## src/rtl/opc_bus_pkg.sv

```systemverilog
// Shared types and constants for the OPC bus arbiter and its address decoder.
package opc_bus_pkg;

    // Transfer sequencer states
    typedef enum logic [1:0] {
        StIdle   = 2'd0,
        StAccess = 2'd1,
        StDone   = 2'd2
    } state_e;

    // UART occupies two words starting here
    localparam logic [15:0] UartBase = 16'hFE08;

    // Read data returned for an access that hits no slave
    localparam logic [15:0] UnmappedRdata = 16'hFFFF;

endpackage

```

## src/rtl/opc_addr_decode.sv

```systemverilog
// Combinational address decoder: RAM window at the bottom of the map, UART pair at UartBase,
// everything else unmapped.
module opc_addr_decode
    import opc_bus_pkg::*;
#(
    parameter int unsigned RAM_AWIDTH = 11
) (
    input  logic [15:0] addr,
    output logic        ram_cs_b,
    output logic        uart_cs_b,
    output logic        unmapped
);

    logic ram_hit;
    logic uart_hit;

    // RAM wins if a wide RAM window ever overlaps the UART pair
    always_comb begin
        ram_hit   = ((addr >> RAM_AWIDTH) == 16'h0000);
        uart_hit  = (addr[15:1] == UartBase[15:1]) && !ram_hit;
        ram_cs_b  = !ram_hit;
        uart_cs_b = !uart_hit;
        unmapped  = !ram_hit && !uart_hit;
    end

endmodule

```

## src/rtl/opc_bus_arbiter.sv

```systemverilog
// Two-master (CPU m0, DMA/loader m1) round-robin bus arbiter with a fixed-length slave access.
// Each transfer runs IDLE -> ACCESS (WAIT_CYCLES cycles) -> DONE (one-cycle ack) -> IDLE.
// Optional build macro OPC_ARB_LOCK_EN adds m0_lock/m1_lock: a master holding lock at its ack
// keeps the bus for its next request.
module opc_bus_arbiter
    import opc_bus_pkg::*;
#(
    parameter int unsigned WAIT_CYCLES = 1,
    parameter int unsigned RAM_AWIDTH  = 11
) (
    input  logic        clk,
    input  logic        reset,
    // CPU requester
    input  logic        m0_req,
    input  logic [15:0] m0_addr,
    input  logic [15:0] m0_wdata,
    input  logic        m0_rnw,
    output logic        m0_ack,
    output logic [15:0] m0_rdata,
    // DMA / loader requester
    input  logic        m1_req,
    input  logic [15:0] m1_addr,
    input  logic [15:0] m1_wdata,
    input  logic        m1_rnw,
    output logic        m1_ack,
    output logic [15:0] m1_rdata,
`ifdef OPC_ARB_LOCK_EN
    input  logic        m0_lock,
    input  logic        m1_lock,
`endif
    // Slave side
    output logic [15:0] s_addr,
    output logic [15:0] s_wdata,
    output logic        s_rnw,
    output logic        ram_cs_b,
    output logic        uart_cs_b,
    input  logic [15:0] s_rdata,
    output logic        bus_err
);

    localparam logic [3:0] CntLast = 4'(WAIT_CYCLES - 1);

    state_e      state_q, state_d;
    logic [3:0]  cnt_q, cnt_d;
    logic        grant_q, grant_d;   // 0 = m0, 1 = m1
    logic        last_q, last_d;     // last granted requester, same encoding
    logic [15:0] addr_q, addr_d;
    logic [15:0] wdata_q, wdata_d;
    logic        rnw_q, rnw_d;
    logic [15:0] m0_rdata_q, m0_rdata_d;
    logic [15:0] m1_rdata_q, m1_rdata_d;
`ifdef OPC_ARB_LOCK_EN
    logic        lock_pend_q, lock_pend_d;  // last_q held lock at its ack
`endif

    logic        winner;
    logic        dec_ram_cs_b;
    logic        dec_uart_cs_b;
    logic        dec_unmapped;
    logic        in_access;

    // Decode the latched address so mid-transfer request changes cannot glitch the selects
    opc_addr_decode #(
        .RAM_AWIDTH (RAM_AWIDTH)
    ) u_decode (
        .addr      (addr_q),
        .ram_cs_b  (dec_ram_cs_b),
        .uart_cs_b (dec_uart_cs_b),
        .unmapped  (dec_unmapped)
    );

    // Pick the next owner: lock holder first, then round-robin on a tie
    always_comb begin
        if (m0_req && m1_req) begin
            winner = ~last_q;
        end else begin
            winner = m1_req;
        end
`ifdef OPC_ARB_LOCK_EN
        if (lock_pend_q && (last_q ? m1_req : m0_req)) begin
            winner = last_q;
        end
`endif
    end

    // Sequencer next-state, request latching and read-data capture
    always_comb begin
        state_d    = state_q;
        cnt_d      = cnt_q;
        grant_d    = grant_q;
        last_d     = last_q;
        addr_d     = addr_q;
        wdata_d    = wdata_q;
        rnw_d      = rnw_q;
        m0_rdata_d = m0_rdata_q;
        m1_rdata_d = m1_rdata_q;
`ifdef OPC_ARB_LOCK_EN
        lock_pend_d = lock_pend_q;
`endif
        unique case (state_q)
            StIdle: begin
                if (m0_req || m1_req) begin
                    state_d = StAccess;
                    cnt_d   = 4'd0;
                    grant_d = winner;
                    last_d  = winner;
                    addr_d  = winner ? m1_addr  : m0_addr;
                    wdata_d = winner ? m1_wdata : m0_wdata;
                    rnw_d   = winner ? m1_rnw   : m0_rnw;
`ifdef OPC_ARB_LOCK_EN
                    lock_pend_d = 1'b0;
`endif
                end
            end
            StAccess: begin
                if (cnt_q == CntLast) begin
                    state_d = StDone;
                    cnt_d   = 4'd0;
                    if (rnw_q) begin
                        if (grant_q) begin
                            m1_rdata_d = dec_unmapped ? UnmappedRdata : s_rdata;
                        end else begin
                            m0_rdata_d = dec_unmapped ? UnmappedRdata : s_rdata;
                        end
                    end
                end else begin
                    cnt_d = cnt_q + 4'd1;
                end
            end
            StDone: begin
                state_d = StIdle;
`ifdef OPC_ARB_LOCK_EN
                lock_pend_d = grant_q ? m1_lock : m0_lock;
`endif
            end
            default: begin
                state_d = StIdle;
            end
        endcase
    end

    // State register with asynchronous reset
    always_ff @(posedge clk or posedge reset) begin
        if (reset) begin
            state_q    <= StIdle;
            cnt_q      <= 4'd0;
            grant_q    <= 1'b0;
            last_q     <= 1'b1;
            addr_q     <= 16'h0000;
            wdata_q    <= 16'h0000;
            rnw_q      <= 1'b1;
            m0_rdata_q <= 16'h0000;
            m1_rdata_q <= 16'h0000;
`ifdef OPC_ARB_LOCK_EN
            lock_pend_q <= 1'b0;
`endif
        end else begin
            state_q    <= state_d;
            cnt_q      <= cnt_d;
            grant_q    <= grant_d;
            last_q     <= last_d;
            addr_q     <= addr_d;
            wdata_q    <= wdata_d;
            rnw_q      <= rnw_d;
            m0_rdata_q <= m0_rdata_d;
            m1_rdata_q <= m1_rdata_d;
`ifdef OPC_ARB_LOCK_EN
            lock_pend_q <= lock_pend_d;
`endif
        end
    end

    // Slave strobes only during ACCESS; ack and bus_err only during DONE
    always_comb begin
        in_access = (state_q == StAccess);
        s_addr    = addr_q;
        s_wdata   = wdata_q;
        s_rnw     = in_access ? rnw_q : 1'b1;
        ram_cs_b  = in_access ? dec_ram_cs_b : 1'b1;
        uart_cs_b = in_access ? dec_uart_cs_b : 1'b1;
        m0_ack    = (state_q == StDone) && !grant_q;
        m1_ack    = (state_q == StDone) && grant_q;
        bus_err   = (state_q == StDone) && dec_unmapped;
        m0_rdata  = m0_rdata_q;
        m1_rdata  = m1_rdata_q;
    end

endmodule

```

## config.mk

```make
export PLATFORM = sky130hd
export DESIGN_NAME = opc_bus_arbiter
export DESIGN_NICKNAME = d
export VERILOG_FILES = /design/src/rtl/opc_bus_pkg.sv /design/src/rtl/opc_addr_decode.sv /design/src/rtl/opc_bus_arbiter.sv
export SDC_FILE = /design/constraint.sdc
export NUM_CORES = 1
export LEC_CHECK = 0
export ABC_AREA = 0
export ABC_CLOCK_PERIOD_IN_PS = 6900
export CAP_MARGIN = 30
export CORE_MARGIN = 1.5
export CORE_UTILIZATION = 25
export CTS_CLUSTER_SIZE = 20
export DETAILED_ROUTE_END_ITERATION = 12
export GPL_TIMING_DRIVEN = 0
export PLACE_DENSITY_LB_ADDON = 0.08
export SLEW_MARGIN = 30
export SYNTH_ARGS = -nofsm -noshare
export SYNTH_HDL_FRONTEND = slang
export SYNTH_SLANG_ARGS = --single-unit
```

## constraint.sdc

```tcl
create_clock -name clk -period 6.9 [get_ports clk]
set_input_delay 2.07 -clock clk [delete_from_list [all_inputs] [get_ports clk]]
set_output_delay 2.07 -clock clk [all_outputs]
set_load 0.02 [all_outputs]
```

* Word level (Yosys, flattened, before mapping)
Cells that the tools add are included.
Storage, ports and cells: flip-flop bits (word level) 73, input port bits 86, output and inout port bits 70, logic and storage cells 50
Cells by class: add/subtract/negate cells 1, eq/ne operators 5, mux-type cells 14, bitwise operators 2, reduce and logical (&&, ||, !) cells 19
Operators by type and width (count):
- $mux W16 | 3
- $logic_not A16 Y1 | 1
- $eq A15 B15 Y1 const B | 1
- $mux W4 | 2
- $pmux W4 S2 | 1
- $reduce_and A4 Y1 | 2
- $logic_and A1 B1 Y1 | 6
- $reduce_and A2 Y1 | 3
- $mux W1 | 5
- $add A4 B1 Y4 const B | 1
- $logic_not A4 Y1 | 1
- $mux W2 | 2
- $pmux W2 S2 | 1
- $logic_not A1 Y1 | 3
- $eq A2 B1 Y1 const B | 1
- $eq A2 B2 Y1 const B | 1
- $logic_not A2 Y1 | 1
- $ne A2 B1 Y1 const B | 1
- $ne A2 B2 Y1 const B | 1
- $not A1 Y1 | 2
- $reduce_bool A2 Y1 | 1
- $logic_or A1 B1 Y1 | 1

* Depth between registers and ports, before layout
word-level depth 6, gate-level depth with buffers 8

* Modules after synthesis
From an unflattened synthesis, not the netlist that was laid out.
Unflattened totals: cell total of the unflattened synthesis 248, area total of the unflattened synthesis 3723.6 um2
By module, submodules not included:
- opc_bus_arbiter | times used 1, cells each 239, area each 3658.5 um2
- opc_addr_decode | times used 1, cells each 9, area each 65.1 um2

* Least setup slack after synthesis
OpenSTA, ideal clock, no wires.
path kind register -> output, start point register addr_q[4], in the netlist s_addr[4], end point output port bus_err, arrival time 1.850 ns, required time 4.830 ns, slack 2.980 ns, stages on the path, launching flop included 7, buffers on the path 2, cell sequence dfrtp_1 > or4_4 > nor4_4 > or2_1 > buf_2 > buf_4 > nor2_1
On the way: word-level cells in the longest chain between the ends 5
Ends and longest elaborated chain:
- start, declared | line opc_bus_arbiter.sv:47 | logic [15:0] addr_q, addr_d;
- start signal, assigned | line opc_bus_arbiter.sv:162 | addr_q <= addr_d;
- $eq A15 B15 Y1 | line opc_addr_decode.sv:20 | uart_hit = (addr[15:1] == UartBase[15:1]) && !ram_hit;
- $logic_and A1 B1 Y1 | line opc_addr_decode.sv:20
- $logic_not A1 Y1 | line opc_addr_decode.sv:23 | unmapped = !ram_hit && !uart_hit;
- $logic_and A1 B1 Y1 | line opc_addr_decode.sv:23
- $logic_and A1 B1 Y1 | line opc_bus_arbiter.sv:183 | bus_err = (state_q == StDone) && dec_unmapped;
- end, declared | line opc_bus_arbiter.sv:38 | output logic bus_err
Every way passes these cells.

* Final worst setup path
start point register addr_q[12], in the netlist s_addr[12], end point output port bus_err
On the way: word-level cells in the longest chain between the ends 6
Ends and longest elaborated chain:
- $logic_not A16 Y1 | line opc_addr_decode.sv:19 | ram_hit = ((addr >> RAM_AWIDTH) == 16'h0000);
- $logic_not A1 Y1 | line opc_addr_decode.sv:20, opc_addr_decode.sv:23
- $logic_and A1 B1 Y1 | line opc_addr_decode.sv:20
- $logic_not A1 Y1 | line opc_addr_decode.sv:23
- $logic_and A1 B1 Y1 (*) | line opc_addr_decode.sv:23
- $logic_and A1 B1 Y1 (*) | line opc_bus_arbiter.sv:183
Every way passes the cells marked *; elsewhere a longest branch is shown, timed or not.

==> impl_metrics.ini <==
[clock_tree]
clkSinkCount = 73
holdBufCountCts = 0
worstSkewPairLatency_ps = 330
root_buffer = clkbuf_16
clk_path_buf_depth = 2
cts_resized = 0
h-tree-depth = 3
numCtsBuffers = 9
clkTransAtPathRegs_ps = 60
cts_tree = built
cts_setup_buffers = 0

[power_and_ir_drop]
p_clk_share_pct = 21.1
ir_drop_uv = 115
p_comb_share_pct = 47.0
power_density_nw_per_um2 = 432
p_int_uw = 1450
power.leakage_uw = 0.00217
p_seq_share_pct = 31.9
power_uw = 2320
power.switching_uw = 877
switching_share_pct = 37.7

[synthesis]
synth_xor_area_share_pct = 0.267
synthMuxAreaShare_pct = 10.4
synth-main-ff-cell = dfrtp_1
yosysSeqAreaShare_pct = 55.8
syn_inst = 311
synth_fa_ha_area_share_pct = 0.764
ys_async_sr_fraction_pct = 100
yosys_warnings = 0
yosysUniqueCellTypes = 35
yosys.area.top_type = dfrtp_1
synth_compound_area_share_pct = 14.3
synth_top_family_by_area = simple AND/OR/NAND/NOR gates
syn_nets = 399
synthTopCellsByArea = dfrtp_1 54%, mux2i_1 10%, o21ai_0 5.5%
ys_ff_latch = 73
synth_edf_count = 0
synth_top_area_share_pct = 54.2
netlist_area_um2 = 3280
synthSimpleGateAreaFrac_pct = 14.7
syn_area_per_cell_um2 = 10.5

[route]
wl_per_cell_um = 14.3
drt-met1-wl_um = 4160
wl_met2_um = 4250
drt_iter0_markers = 36
vias = 2880
via_per_inst = 4.40
postRouteAntennaNets = 0
route.detailed.drc = 0
met3_length_um = 839
drtPass1Iterations = 4
top_layer = met4
drt-total-wl_um = 9390

[setup_path]
r2r_start = cnt_q[0]
cp-end-kind = output port
arrival_ps = 2800
cpMaxStageDelayCell = clkdlybuf4s50_1
crit_path_max_fanout = 10
crit_top_cell = nor2_1
max_stage_delay_ps = 550
required_ps = 4830
path_class = reg -> out
startpoint = s_addr[12]
crit_chain = or4_1 -> nor2_1 -> or2_1 -> buf_2 -> buf_4 -> nor2_1 -> clkdlybuf4s50_1
rrSetupSlack_ps = 4620
start_kind = flop

[sta]
maxSlewViolCount = 0
rsz0062_at_grt = no
finalCriticalPeriod_ps = 4870
hold_viol_final = 0
post-route-period-util_pct = 70.5
worst_clock_skew_ps = 9.54
fin_setup_tns_ps = 0
setup_violations = 0
setup_ws_ps = 2030
worst_pin_slew_ps = 537
max_freq_ghz = 0.205
maxSlewHeadroom_pct = 63.9

[floorplanning]
die_x_um = 117
die-area_um2 = 13800
start_util_pct = 25.8
rows = 41
num_io_pins = 156
coreArea_um2 = 12700
die_h_um = 117

[final_layout]
fin_area_um2 = 5380
final_nets = 566
multi_input_area_um2 = 1320
fillers = 1318
seqCellArea_um2 = 1830
final_layout_size_suffix_gt1_share_pct = 8.28
synthToLayoutAreaGrowth_pct = 64.1
final_cells = 655
diodes = 0

[grt]
antenna_found_initial = 0
gr-usage-all-layers_pct = 14.2
grt_overflow = 0
grt_first_pass_wirelength_um = 15600
grt_max_degree = 39
first_global_vias = 3041

[place]
dp_hpwl_um = 7170
routabilityCongestion = 0.758
io_buffers = 155
dp_worst_setup_slack_ps = 2340
dp_cells = 639
place_area_um2 = 5070

[worst_hold_path]
worstHoldStart = s_wdata[13]
min_path_type = reg -> reg

[run_status]
status = completed

[job]
maxCapViolCount = 0
==> cells by family after synthesis <==
| group | Yosys count |
|---|---|
| buffers and inverters | 25 |
| and+or+nand+nor | 101 |
| AOI/OAI and AO/OA | 75 |
| xor gates and xnor gates | 1 |
| DFF | 73 |
| adders and majority gates | 2 |
| muxes | 34 |
==> per-layer routing <==
layer | vias up | GRT usage (%)
met5 | - | 0
met4 | 0 | 5.72
met3 | 11 | 5.09
met2 | 118 | 22.7
met1 | 1322 | 17.5
li1 | 1429 | -
==> layout by cell type (no fill, tap or decap), drive strengths merged, types with 2 or more instances in the layout <==
master         instances
clkbuf                19
or4                    2
inv                    4
bufinv                 2
clkdlybuf4s50        155
dfstp                  2
nand2b                 3
buf                   13
nand3                  6
mux2i                 34
a21oi                 18
clkinv                 3
dfrtp                 71
nand2                 39
ha                     2
o32a                  16
o21ai                 37
or4b                   2
nor2                  41
==> power by group through the flow <==
stage	sequential [uW]	combinational, uW	clock (uW)
6_report	742	1090	490
5_1_grt	769	1190	524
4_1_cts	745	1110	504
2_1_floorplan	946	362	0
3_5_place_dp	749	1110	0
3_3_place_gp	745	1100	0
==> Yosys cell counts (all sizes together) (3+ instances only) <==
master / number
nor2: 41
nand2b: 3
nand2: 39
nand3: 6
inv: 4
dfrtp: 71
buf: 12
a21oi: 18
o32a: 16
clkbuf: 9
o21ai: 37
mux2i: 34
==> flip-flops by register name, summed over array words and instances (netlist names) <==
signal,flops
rnw_q,1
grant_q,1
s_addr,16
m1_rdata,16
cnt_q,4
last_q,1
state_q,2
s_wdata,16
m0_rdata,16
==> metrics by stage <==
step	hold slack, ps	utilization (%)
after floorplan	473	-
after global placement	462	39.6
after detailed placement	470	39.8
after CTS	483	42.3
after global routing	506	42.3
final	477	42.3
==> path summary, 6_finish.rpt <==
| path | end | depth (start not counted) |
|---|---|---|
| hold reg to reg | s_wdata[13] | 2 |
| hold / removal | s_wdata[13] | 2 |
| setup / recovery | bus_err | 7 |
| min in group asynchronous | m0_rdata[0] | 2 |
| setup reg to reg | m1_rdata[0] | 7 |
| max in group asynchronous | rnw_q | 3 |
==> critical path, delay by kind of cell, from the launching register on <==
family	cells	cell delay, ps
buf+inv	3	920
flops	1	420
simple gates	4	1130
==> layout make-up <==
class	instances	area share (%)
Multi-Input combinational cell	213	24.6
Tap cell	172	4.00
Timing Repair Buffer	156	29.2
Buffer	21	2.02
Inverter	4	0.326
Sequential cell	73	34.0
Clock buffer	10	4.26
Clock inverter	6	1.54
Note: power is estimated with default switching activity, not from simulation.
==> RTL change (config.mk and constraints unchanged) <==
Register the output `bus_err`, with the module's reset; this adds one clock of latency there. The other outputs are not delayed to match.
--- a/src/rtl/opc_bus_arbiter.sv
+++ b/src/rtl/opc_bus_arbiter.sv
@@ -41,2 +41,4 @@
     localparam logic [3:0] CntLast = 4'(WAIT_CYCLES - 1);
+
+    logic bus_err_d;
 
@@ -182,3 +184,3 @@
         m1_ack    = (state_q == StDone) && grant_q;
-        bus_err   = (state_q == StDone) && dec_unmapped;
+        bus_err_d = (state_q == StDone) && dec_unmapped;
         m0_rdata  = m0_rdata_q;
@@ -187,2 +189,10 @@
 
+    always_ff @(posedge clk or posedge reset) begin
+        if (reset) begin
+            bus_err <= '0;
+        end else begin
+            bus_err <= bus_err_d;
+        end
+    end
+
 endmodule
Check against the original RTL: not equivalent (a bounded check fails within 4 cycles, from zero or initial values and one cycle with reset high).
==> RTL change against the unedited design <==
  * Area after synthesis is 0.76% higher
  * Final area fell by 0.26%
  * Critical endpoint is now uart_cs_b
  * Non-clock buffer count is the same
  * Critical path type unchanged
  * Worst setup slack improved by 0.058 ns
  * Largest power group unchanged
  * Power decreased by 3.6%
  * Sequential cell count rose by 1
  * Routed wire length grew 4.2%
  * Sequential share of layout area increased by 0.55 points
  * Highest routed layer unchanged
  * Count of clock-buffer cells in the layout rose by 3
==> RTL change: results (changes against the unedited design) <==
- Synth cell count leaders: dfrtp_1 (72), nor2_1 (71), nand2_1 (41) (was dfrtp_1 (71), nand2_1 (39), nor2_1 (39))
- Worst rel slew slack: 65.1% (was 63.9%)
- Synth top area cells: dfrtp_1 (55%), mux2i_1 (10%), nor2_1 (8.1%) (was dfrtp_1 (54%), mux2i_1 (10%), o21ai_0 (5.5%))
- Final HPWL DP: 7340 µm (was 7170 µm)
- Iter 0 DRT Violations: 121 (was 36)
- R2R depth: 8 (was 7)
- R2R Setup Slk: 4.58 ns (was 4.62 ns)
- Netlist cell types: 33 (was 35)
- Sequential area share after synthesis: 56.2% (was 55.8%)
- Leak: 0.00219 µW (was 0.00217 µW)
- Largest net degree at the start of global routing: 42 (was 39)
- Critical Path Fanout Max: 3 (was 10)
- Vias: 3001 (was 2880)
- PostCTS Resize Cnt: 0 (unchanged)
- Multiplexer share of the synthesized area: 10.0% (was 10.4%)
- Clock skew: 0.00356 ns (was 0.00954 ns)
- Complex-gate fraction of the synthesized area: 11.7% (was 14.3%)
- Hold Path Depth: 2 (unchanged)
- Wirelength per Cell: 14.2 µm (was 14.3 µm)
- Net Count, Synth: 432 (was 399)
- GRT Util Overall: 14.8% (was 14.2%)
- Adder-cell share of the synthesized area: 0.758% (was 0.764%)
- Final #Nets: 599 (was 566)
- Vias in the first global route: 3159 (was 3041)
- Final RePlAce weighted congestion: 0.729 (was 0.758)
- First-pass GRT wire length: 16400 µm (was 15600 µm)
- Post-synthesis xor/xnor area fraction: 0.265% (was 0.267%)
- Switching Share: 39.1% (was 37.7%)
- Share of cells above drive strength 1: 5.43% (was 8.28%)
- Status: complete, no violations (unchanged)
==> RTL change: cell count changes in the layout (fill, tap and decap cells not counted), moves of 4 or more <==
cell,delta
clkbuf_1,+6
o32a_1,-13
a21oi_1,+16
nor2_1,+32
buf_2,-4
==> RTL change: final timing paths <==
path	start	to
worst max-delay path	s_addr[4]$_DFFE_PP0P_	uart_cs_b
worst min-delay path	s_wdata[5]$_DFFE_PP0P_	s_wdata[5]$_DFFE_PP0P_
worst max register to register	cnt_q[0]$_DFFE_PP0P_	m1_rdata[0]$_DFFE_PP0P_
worst min register to register	s_wdata[5]$_DFFE_PP0P_	s_wdata[5]$_DFFE_PP0P_
max in group asynchronous	reset	rnw_q$_DFFE_PP1P_
min in group asynchronous	reset	m1_rdata[5]$_DFFE_PP0P_
==> RTL change: area by class of cell <==
cell class	count	area, µm²
sequential	74	1850
buffer	21	108
tap	172	215
timing repair buffer	156	1580
clock buffer	13	250
clock inverter	3	15.0
inverter	5	21.3
multi-input combinational	244	1320
fill	1302	7410
==> RTL change: layer usage <==
layer  share of wire [%]  track usage [%]  routed length [µm]  up-vias
li1                    -                -                   -     1497
met1                  45             18.3                4370     1374
met2                  45             24.1                4440      118
met3                 8.5             4.84                 828       12
met4                 1.5             5.34                 145        0
met5                   0                0                   0        -
==> RTL change: through the flow <==
stage | worst slack [ns] | hold WS, ns | std cells | util [%] | cell area [µm²]
floorplan | 2.88 | 0.475 | 344 | - | 3300
global placement | 1.55 | 0.461 | 671 | 39.7 | 5070
detailed placement | 2.42 | 0.470 | 672 | 39.9 | 5100
CTS | 2.05 | 0.483 | 688 | 42.0 | 5360
global route | 2.00 | 0.504 | 688 | 42.0 | 5360
finish | 2.09 | 0.477 | 688 | 42.0 | 5360
==> RTL change: critical path: stages, from the launching register on <==
cell and delay [ns]:
dfrtp_1 0.39, or4_1 0.54, or4_4 0.54, or3b_1 0.36
clkdlybuf4s50_1 0.57
==> RTL change: logic make-up (layout without fill, tap and decap cells) <==
kind of cell    count (synthesis)  in the layout
buf+inv                        26            198
xor+xnor                        1              1
mux                            33             33
simple gates                  133            133
flops                          74             74
fa+ha+maj                       2              2
compound gates                 75             75
==> RTL change: power by group through the flow <==
stage | combinational, µW | clock, µW | sequential, µW
2_1_floorplan | 343 | 0 | 946
3_3_place_gp | 1090 | 0 | 745
3_5_place_dp | 1090 | 0 | 753
4_1_cts | 1100 | 437 | 748
5_1_grt | 1170 | 455 | 776
6_report | 1070 | 422 | 745
